### config.mk
export PLATFORM = sky130hd
export DESIGN_NAME = delay_sweep_ctrl
export DESIGN_NICKNAME = d
export VERILOG_FILES = /design/src/rtl/delay_sweep_ctrl.sv
export SDC_FILE = /design/constraint.sdc
export NUM_CORES = 1
export LEC_CHECK = 0
export ABC_CLOCK_PERIOD_IN_PS = 2900
export CAP_MARGIN = 5
export CORE_AREA = 2 2 200 104
export DETAILED_ROUTE_END_ITERATION = 7
export DIE_AREA = 0 0 202 106
export MAX_ROUTING_LAYER = met4
export PLACE_DENSITY = 0.5
export RECOVER_POWER = 100
export SYNTH_ARGS = -nofsm -noshare
export SYNTH_HDL_FRONTEND = slang
export SYNTH_SLANG_ARGS = --single-unit
### constraint.sdc
create_clock -name clk -period 2.9 [get_ports clk]
set_clock_uncertainty 0.15 [all_clocks]
set_input_delay 0.725 -clock clk [delete_from_list [all_inputs] [get_ports clk]]
set_output_delay 0.725 -clock clk [all_outputs]
set_load 0.005 [all_outputs]
### src/rtl/delay_sweep_ctrl.sv
// Delay sweep sequencer: steps the pulse-generator delay through n_steps points,
// holding each point for n_shots periods aligned to period_tick boundaries.
module delay_sweep_ctrl #(
  parameter logic [15:0] RST_DELAY = 16'd200,
  parameter int unsigned SHOT_W    = 16
) (
  input  logic              clk,
  input  logic              reset,
  input  logic              start,
  input  logic              abort,
  input  logic              period_tick,
  input  logic [15:0]       base_del,
  input  logic [15:0]       step_del,
  input  logic              step_dn,
  input  logic [7:0]        n_steps,
  input  logic [SHOT_W-1:0] n_shots,
  output logic [15:0]       del_out,
  output logic              run_en,
  output logic              busy,
  output logic [7:0]        step_idx,
  output logic [SHOT_W-1:0] shot_idx,
  output logic              done,
  output logic              aborted,
  output logic              sat,
  output logic              cfg_err
);

  localparam int unsigned DEL_W  = 16;
  localparam int unsigned STEP_W = 8;

  typedef enum logic [1:0] {S_IDLE, S_ARM, S_RUN, S_FIN} state_t;

  state_t              state_q, state_d;
  logic [DEL_W-1:0]    step_del_q, step_del_d;
  logic                step_dn_q, step_dn_d;
  logic [STEP_W-1:0]   n_steps_q, n_steps_d;
  logic [SHOT_W-1:0]   n_shots_q, n_shots_d;

  logic [DEL_W-1:0]    del_d;
  logic                run_en_d, busy_d, done_d, aborted_d, sat_d, cfg_err_d;
  logic [STEP_W-1:0]   step_idx_d;
  logic [SHOT_W-1:0]   shot_idx_d;

  // Next delay point with 17-bit arithmetic; carry/borrow means clamp
  logic [DEL_W:0]      del_sum, del_dif;
  logic [DEL_W-1:0]    del_step;
  logic                del_clamp;
  logic                last_shot, last_step;

  always_comb begin
    del_sum = {1'b0, del_out} + {1'b0, step_del_q};
    del_dif = {1'b0, del_out} - {1'b0, step_del_q};
    if (step_dn_q) begin
      del_clamp = del_dif[DEL_W];
      del_step  = del_clamp ? '0 : del_dif[DEL_W-1:0];
    end else begin
      del_clamp = del_sum[DEL_W];
      del_step  = del_clamp ? '1 : del_sum[DEL_W-1:0];
    end
  end

  assign last_shot = (shot_idx == n_shots_q - SHOT_W'(1));
  assign last_step = (step_idx == n_steps_q - STEP_W'(1));

  // Next-state and next-output logic
  always_comb begin
    state_d    = state_q;
    step_del_d = step_del_q;
    step_dn_d  = step_dn_q;
    n_steps_d  = n_steps_q;
    n_shots_d  = n_shots_q;
    del_d      = del_out;
    run_en_d   = run_en;
    step_idx_d = step_idx;
    shot_idx_d = shot_idx;
    sat_d      = sat;
    done_d     = 1'b0;
    aborted_d  = 1'b0;
    cfg_err_d  = 1'b0;

    case (state_q)
      S_IDLE: begin
        del_d    = RST_DELAY;
        run_en_d = 1'b0;
        if (start && !abort) begin
          if (n_steps == '0 || n_shots == '0) begin
            cfg_err_d = 1'b1;
          end else begin
            step_del_d = step_del;
            step_dn_d  = step_dn;
            n_steps_d  = n_steps;
            n_shots_d  = n_shots;
            del_d      = base_del;
            step_idx_d = '0;
            shot_idx_d = '0;
            sat_d      = 1'b0;
            state_d    = S_ARM;
          end
        end
      end
      S_ARM: begin
        if (abort) begin
          state_d   = S_IDLE;
          run_en_d  = 1'b0;
          aborted_d = 1'b1;
        end else if (period_tick) begin
          state_d  = S_RUN;
          run_en_d = 1'b1;
        end
      end
      S_RUN: begin
        if (abort) begin
          state_d   = S_IDLE;
          run_en_d  = 1'b0;
          aborted_d = 1'b1;
        end else if (period_tick) begin
          if (!last_shot) begin
            shot_idx_d = shot_idx + SHOT_W'(1);
          end else if (!last_step) begin
            shot_idx_d = '0;
            step_idx_d = step_idx + STEP_W'(1);
            del_d      = del_step;
            if (del_clamp) sat_d = 1'b1;
          end else begin
            state_d  = S_FIN;
            run_en_d = 1'b0;
          end
        end
      end
      S_FIN: begin
        run_en_d = 1'b0;
        state_d  = S_IDLE;
        if (abort) aborted_d = 1'b1;
        else       done_d    = 1'b1;
      end
      default: state_d = S_IDLE;
    endcase

    busy_d = (state_d != S_IDLE);
  end

  // State and output registers with synchronous active-low reset
  always_ff @(posedge clk) begin
    if (!reset) begin
      state_q    <= S_IDLE;
      step_del_q <= '0;
      step_dn_q  <= 1'b0;
      n_steps_q  <= '0;
      n_shots_q  <= '0;
      del_out    <= RST_DELAY;
      run_en     <= 1'b0;
      busy       <= 1'b0;
      step_idx   <= '0;
      shot_idx   <= '0;
      done       <= 1'b0;
      aborted    <= 1'b0;
      sat        <= 1'b0;
      cfg_err    <= 1'b0;
    end else begin
      state_q    <= state_d;
      step_del_q <= step_del_d;
      step_dn_q  <= step_dn_d;
      n_steps_q  <= n_steps_d;
      n_shots_q  <= n_shots_d;
      del_out    <= del_d;
      run_en     <= run_en_d;
      busy       <= busy_d;
      step_idx   <= step_idx_d;
      shot_idx   <= shot_idx_d;
      done       <= done_d;
      aborted    <= aborted_d;
      sat        <= sat_d;
      cfg_err    <= cfg_err_d;
    end
  end

endmodule

## Yosys cells after proc, flatten, opt, wreduce, memory -nomap -nowiden

Index checks and enable logic that the tools add are counted.

| word-level totals | value |
|---|---|
| bits of input ports | 62 |
| output and inout bits | 46 |
| register bits after elaboration | 89 |

| cells by class | value |
|---|---|
| bitwise operators | 1 |
| equal/unequal tests | 17 |
| add/subtract/negate cells | 6 |
| reduce and logical (&&, ||, !) cells | 19 |
| multiplexer cells | 52 |

Operator list:

| operator | number |
|---|---|
| $mux W16 | 15 |
| $pmux W16 S2 | 2 |
| $mux W8 | 6 |
| $add A16 B16 Y17 | 1 |
| $mux W1 | 17 |
| $sub A16 B16 Y17 | 1 |
| $add A16 B1 Y16 const B | 1 |
| $eq A16 B16 Y1 | 1 |
| $logic_not A16 Y1 | 1 |
| $mux W2 | 8 |
| $pmux W8 S2 | 1 |
| $sub A16 B1 Y16 const B | 1 |
| $ne A3 B3 Y1 const B | 5 |
| $ne A2 B2 Y1 const B | 7 |
| $add A8 B1 Y8 const B | 1 |
| $eq A8 B8 Y1 | 1 |
| $logic_not A8 Y1 | 1 |
| $pmux W2 S4 | 1 |
| $reduce_and A8 Y1 | 1 |
| $sub A8 B1 Y8 const B | 1 |
| $reduce_and A7 Y1 | 1 |
| $reduce_and A3 Y1 | 2 |
| $reduce_and A6 Y1 | 1 |
| $reduce_and A5 Y1 | 1 |
| other kinds (14) | 17 |

## Longest topological paths before layout

| logic depth | value |
|---|---|
| depth in word-level cells | 8 |
| mapped depth | 12 |
| mapped depth without buffers | 11 |

## Worst setup path before layout

Ideal clock, no wire load.

| path | value |
|---|---|
| path kind | flip-flop to flip-flop |
| start | reg step_del_q[2] |
| end | reg del_out[2] |
| library setup time | 0.121 ns |
| required time | 2.629 ns |
| clock period less this slack | 2.926 ns |
| path buffers | 2 |
| arrival time | 2.655 ns |
| slack | -0.026 ns |
| cell stages (with the launch flop) | 13 |
| cells stage by stage | dfxtp_1 > inv_1 > ha_1 > clkbuf_1 > nor2b_1 > o31ai_1 > a211oi_1 > a221o_1 > a21oi_1 > clkbuf_1 > o21ai_0 > a32oi_1 > a21oi_1 |

| between the ends | value |
|---|---|
| cells in the longest elaborated chain, start to end | 8 |
| elaborated cells between the ends (all ways) | 10 |
| those cells by class | add/sub (2); mux (8) |

RTL lines:

| item | RTL line | RTL |
|---|---|---|
| from (decl) | 34 | `logic [DEL_W-1:0] step_del_q, step_del_d;` |
| from (signal assigned) | 161 | `step_del_q <= step_del_d;` |
| $add A16 B16 Y17 / $sub A16 B16 Y17 (equally long branches) | 51, 52 |  |
| $mux W16, on equally long branches | 58, 55 |  |
| $mux W16 (*) | 53 | `if (step_dn_q) begin` |
| $mux W16 (*) | 119 | `end else if (!last_step) begin` |
| $mux W16 (*) | 117 | `if (!last_shot) begin` |
| $mux W16 (*) | 116 | `end else if (period_tick) begin` |
| $mux W16 (*) | 112 | `if (abort) begin` |
| $pmux W16 S2 (*) | 81 | `case (state_q)` |
| to (signal assigned) | 165 | `del_out <= del_d;` |
| to (decl) | 17 | `output logic [15:0] del_out,` |

Mark *: on every way between the ends. The rest lies on a longest branch, timed or not. The select of a mux whose other input is x is not followed.
A chain may end at the register's enable or synchronous reset.

## Worst setup path in the final report

| path | value |
|---|---|
| start | reg del_out[0] |
| end | reg del_out[8] |

| between the ends | value |
|---|---|
| cells in the longest elaborated chain, start to end | 8 |
| elaborated cells between the ends (all ways) | 10 |
| those cells by class | add/sub (2); mux (8) |

RTL lines:

| item | RTL line |
|---|---|
| $add A16 B16 Y17 / $sub A16 B16 Y17 (equally long branches) | 51, 52 |
| $mux W16, on equally long branches | 58, 55 |
| $mux W16 (*) | 53 |
| $mux W16 (*) | 119 |
| $mux W16 (*) | 117 |
| $mux W16 (*) | 116 |
| $mux W16 (*) | 112 |
| $pmux W16 S2 (*) | 81 |

Marked as above.

==> reports/results.ini <==
[pwr]
p_leak_nw = 3.96
power_density_mw_per_mm2 = 390
p_total_w = 0.00376
ir_drop_mv = 0.273

[cells_and_area]
area_growth_pct = 55.6
n_antenna_cell = 0
mostFrequentLayoutCell = buf_4
fin_util = 0.485
multi_input_area_mm2 = 0.00459
fin_cells = 1354
most-common-layout-cells = buf_4 (146), nand2_1 (131), a21oi_1 (91)
drive_gt1_frac = 0.255
nFillCells = 1928
fin_nets = 1176
seq_area_mm2 = 0.00180

[global_routing]
grt_max_degree = 42
grt_pass1_vias = 6152
track_usage = 0.223
grt_overflow = 0
antenna_found_initial = 0
grt_pass1_wl_mm = 35.9

[setup_path]
cpPeakStageDelay_ns = 0.36
crit_start = del_out[0]$_SDFFE_PN0P_
crit_arrival_ns = 3.12
reg2reg_from = del_out[0]$_SDFFE_PN0P_
startpoint_type = flop
crit_type = reg2reg
crit_slowest_cell = dfxtp_2
end_kind = flop
cp.required_ns = 3.04
path_cells = buf_6, ha_4, inv_2, fa_2, or2_4, a221oi_4, o21a_1, o211ai_1, and2_2, a31oi_1, a22oi_1, a21oi_1
critPathMaxFanout = 4

[synth]
synthSimpleGateAreaFrac = 0.266
synth_edf_count = 0
synth_top_family_by_area = simple AND/OR/NAND/NOR gates
syn-cell-area_mm2 = 0.00620
netlist-cell-type-count = 69
async_reset_ff_frac = 0
synth_compound_area_frac = 0.244
synthAdderAreaFrac = 0.0792
ys_seq_area_frac = 0.288
ys.flop_type = dfxtp_1
yosysWarnings = 0
yosys-mux-area-fraction = 0.00687
syn_nets = 927
syn_inst = 827
avgSynthCellArea_um2 = 7.49
synth_xor_area_frac = 0.0636
synth_seq_cells = 89

[timing]
max_freq_mhz = 336
slew_headroom = 0.522
worstMarginPinSlew_ns = 0.715
finalCritPeriodShare = 1.03
drv_slew = 0
finalSetupViolations = 12
fin_ws_ns = -0.0799
fin_crit_ns = 2.98
hold_ws_ns = 0.327
rsz0062_at_grt = true
hold_viol = 0

[place]
dp.cells = 1316
port_buffers = 107
post-place-ws_ns = -0.577
gp_congestion = 0.939
place_hpwl_mm = 18.0

[floorplan]
core_mm2 = 0.0199
die-area_mm2 = 0.0214
fp.dieW_um = 202
start_util = 0.312
ios = 108
num_rows = 37
chipHeight_um = 106

[status]
status = finished with violations
violations = setup timing

[run]
drv_cap = 0

[clock_network]
cts-hold-fix-buffers = 0
insertion_delay_ns = 0.36
cts_buffer_depth = 2
cts_sinks = 89
cts_inserted_buffers = 9
h-tree-depth = 3
cts_tree = built
cts.clk_slew.worst_paths_ns = 0.07
cts_root_buf = clkbuf_16

[routing]
via_count = 6988
vias_per_cell = 5.16
drc = 0
drt-initial-drc-count = 645
drtPass1Iterations = 5
finalWirelength_mm = 24.3
routedWlPerCell_um = 17.9
antenna_left = 0

[min_path]
hp-start = step_del_q[12]$_SDFFE_PN0P_
worstHoldPathType = reg2reg

## Yosys cell counts (all sizes together), types with 5 or more instances
library cell  number  area share
a211oi            10       0.012
nand4              9      0.0091
a21o               8      0.0097
inv               39       0.024
o21a               7      0.0085
nand2b            20       0.020
buf                9       0.010
nor4              12       0.012
nand3             22       0.019
nor2              50       0.030
dfxtp             89        0.29
o211ai             9       0.012
nand2            132       0.080
nor3              17       0.017
or4               12       0.015
a22oi              7      0.0085
xnor2             34       0.048
o21ai             41       0.033
a31oi              8      0.0081
xor2              11       0.016
clkbuf            31       0.019
o31ai              9       0.011
o2111ai            5      0.0081
ha                36       0.073
a21oi            100       0.081
o21bai             7      0.0085
or3               18       0.018
nor2b             12       0.012
## final timing paths
| kind | endpoint | slack [ns] | cells after the start |
|---|---|---|---|
| worst max-delay path | del_out[8]$_SDFFE_PN0P_ | -0.08 | 12 |
| worst min-delay path | step_del_q[12]$_SDFFE_PN0P_ | 0.33 | 2 |
| worst max register to register | del_out[8]$_SDFFE_PN0P_ | -0.08 | 12 |
| worst min register to register | step_del_q[12]$_SDFFE_PN0P_ | 0.33 | 2 |
## timing repair
action                     CTS  global route
gates resized for setup     35           106
pin swaps                   14            43
cloned                       1             3
setup buffers                7            13
setup endpoints to repair   35            42
## per-layer routing
metal  vias to the layer above  global-route usage  share of wire
met2                       254               0.248           0.34
li1                       3465                   -              -
met3                        17              0.0448          0.077
met1                      3252               0.380           0.58
met4                         0              0.0320         0.0068
met5                         -                   -              0
## report_power, final
group | total, W | internal (W) | switching, W
clock | 0.00125 | 0.000694 | 0.000555
sequential | 0.00131 | 0.00127 | 0.0000447
combinational | 0.00120 | 0.000591 | 0.000610
total | 0.00376 | 0.00255 | 0.00121
## cell type report
| class | instances | share of cell area |
|---|---|---|
| clock buffers | 10 | 0.0248 |
| inverters | 39 | 0.0154 |
| repair buffers | 278 | 0.255 |
| clock inverters | 6 | 0.00701 |
| well taps | 273 | 0.0354 |
| multi-input cells | 659 | 0.476 |
| flip-flops and latches | 89 | 0.187 |
## metrics by stage
step | instance area [um^2] | TNS (ns)
final | 9640 | -0.585
after CTS | 9100 | -0.0951
after floorplan | 6200 | 0
after global placement | 8600 | -26.75
after global routing | 9640 | -3.89
after detailed placement | 8600 | -26.02
## state kept, by name, indices dropped and copies added, names as in the netlist
signal      flops
del_out        16
n_shots_q      16
shot_idx       16
step_del_q     16
n_steps_q       8
step_idx        8
state_q         2
aborted         1
busy            1
cfg_err         1
done            1
run_en          1
sat             1
step_dn_q       1
## critical path: cells and delay by family, from the launching register on
family	cells	cell delay, ns
AOI/OAI and AO/OA	6	1.21
DFF	1	0.36
buffers and inverters	2	0.15
adders and majority gates	2	0.49
and+or+nand+nor	2	0.57
## cell families (layout without fill, tap and decap cells)
kind of cell	Yosys count	in the layout
simple gates	330	330
compound gates	242	242
flops	89	89
buf+inv	79	333
xor+xnor	45	45
fa+ha+maj	38	38
mux	4	4
No activity file was read; power rests on OpenSTA's default activity.
==> edit (same flow settings) <==
The output `busy` loses its register stage (`busy` becomes a continuous assignment).
--- a/src/rtl/delay_sweep_ctrl.sv
+++ b/src/rtl/delay_sweep_ctrl.sv
@@ -150,5 +150,4 @@
       del_out    <= RST_DELAY;
       run_en     <= 1'b0;
-      busy       <= 1'b0;
       step_idx   <= '0;
       shot_idx   <= '0;
@@ -165,5 +164,4 @@
       del_out    <= del_d;
       run_en     <= run_en_d;
-      busy       <= busy_d;
       step_idx   <= step_idx_d;
       shot_idx   <= shot_idx_d;
@@ -175,4 +173,6 @@
   end
 
+  assign busy = busy_d;
+
 endmodule
 
Check against the original RTL: not equivalent (a bounded check fails within 4 cycles, from zero or initial values and one cycle with reset low).
==> edit against the original RTL <==
The flow still finishes with violations (negative setup slack); utilization fell by 0.050 points; sequential cell count fell by 1; final area fell by 0.10%; sequential share of layout area fell by 0.23 points; die area did not move; synthesized area rose by 1.4%; critical path type unchanged; via count fell by 3.5%; routed wire length fell by 4.6%; first-iteration DRC count fell by 12%; non-clock buffer count rose by 2; worst setup slack got worse by 0.035 ns; total power fell by 2.0%.
==> edit: results (changes against the original RTL) <==
status: "complete, but fails checks"
violations: "negative setup slack"
place_area_um2: 8810  # +2.4%
ys_async_sr_fraction_pct: 0  # unchanged
drtIter0Drc: 570  # -12%
area_delta_synth_final_pct: 53.3
cp_slowest_stage_delay_ns: 0.56  # +0.20 ns
syn_nets: 921  # -0.65%
worstRegToRegCells: 9  # -3
cp.arrival_ns: 3.11  # about the same
setup_viol: 30  # +18
grt_usage_pct: 22.3  # +0.058 points
fillers: 1922  # -0.31%
nets: 1170  # -0.51%
io_buffer_count: 107  # unchanged
grt_max_degree: 28  # -33%
hold_slack_ns: 0.304  # -0.0224 ns
cts_buffers: 9  # unchanged
clockRootBuffer: "clkbuf_16"
holdPathStages: 2  # unchanged
htree_levels: 3  # unchanged
dp_hpwl_mm: 18.0  # +0.14%
crit_family: "simple AND/OR/NAND/NOR gates"
setup_slack_ns: -0.115  # -0.0351 ns
ys_seq_area_share_pct: 28.0  # -0.71 points
yosysUniqueCellTypes: 72  # +4.3%
wirelength_mm: 23.2  # -4.6%
yosys-top-cells-count: "nand2_1, dfxtp_1, nor2_1"
yosys_most_used_dff: "dfxtp_1"
clock_latency_ns: 0.35
grt_pass1_vias: 6268  # +1.9%
crit_fanout: 17  # +13
insertedDiodeCount: 0  # unchanged
antenna_found_initial: 0  # unchanged
cpMaxStageDelayCell: "or4_4"
grt_pass1_wl_mm: 36.1  # +0.60%
min_path_type: "reg -> reg"
vias_per_cell: 5.01  # -2.9%
power_leakage_uw: 0.00399  # +0.66%
drtPass1Iterations: 7  # +2
clock_path_buffers: 2  # unchanged
ir_worst_vdd_mv: 0.302  # +11%
overflow: 0  # unchanged
max_slew_margin_pct: 60.3  # +8.1 points
synth_area_leaders: "dfxtp_1, nand2_1, ha_1, xnor2_1, a21boi_0"
ys.warnings.count: 0  # unchanged
path_clk_slew_ns: 0.07  # about the same
place_congestion: 0.909  # -3.2%
drive_gt1_share_pct: 25.7  # +0.19 points
## edit: metal layers
layer | up-vias | track usage (%) | part of all wire [%]
met5 | - | - | 0
met2 | 216 | 26.3 | 35
li1 | 3389 | - | -
met1 | 3131 | 37.1 | 57
met4 | 0 | 2.68 | 0.47
met3 | 7 | 4.81 | 7.2
## edit: worst min-delay path, stage by stage (launching register included)
cell	delay, ns
dfxtp_1	0.31
inv_1	0.05
a21oi_1	0.05
## edit: layout make-up
type,instances,share of cell area [%]
Multi-Input combinational cell,642,48.2
Clock inverter,3,0.442
Clock buffer,11,2.62
Timing Repair Buffer,280,24.8
Tap cell,273,3.55
Inverter,49,1.91
Sequential cell,88,18.4
## edit: cells by family after synthesis
family | count (synthesis) | share of synthesized area (%)
mux | 4 | 0.637
simple gates | 321 | 25.4
flops | 88 | 28.0
fa+ha+maj | 38 | 7.81
compound gates | 219 | 24.1
buf+inv | 91 | 5.66
xor+xnor | 60 | 8.37
## edit: timing repair
| item | in CTS | in global routing |
|---|---|---|
| buffers inserted | 7 | 5 |
| cloned | 0 | 0 |
| pin swaps | 18 | 56 |
| gates resized for setup | 55 | 94 |
| setup endpoints to repair | 40 | 69 |
## edit: worst paths after layout
path	from	endpoint
max reg2reg	n_shots_q[2]	del_out[6]
min	sat	sat
min reg2reg	sat	sat
max	n_shots_q[2]	del_out[6]
## edit: report_power, final
group / switching [uW] / total (uW) / internal, uW / leakage (uW)
logic: 588 / 1170 / 578 / 0.00313
registers: 43.8 / 1300 / 1250 / 0.000720
clock network: 517 / 1220 / 705 / 0.000143
## edit: through the flow
stage	TNS, ns	instances	worst slack [ns]
global placement	-20.48	1321	-0.651
CTS	-0.812	1342	-0.103
detailed placement	-24.27	1321	-0.678
finish	-1.35	1346	-0.115
floorplan	-0.00970	821	-0.00707
global route	-7.77	1346	-0.229
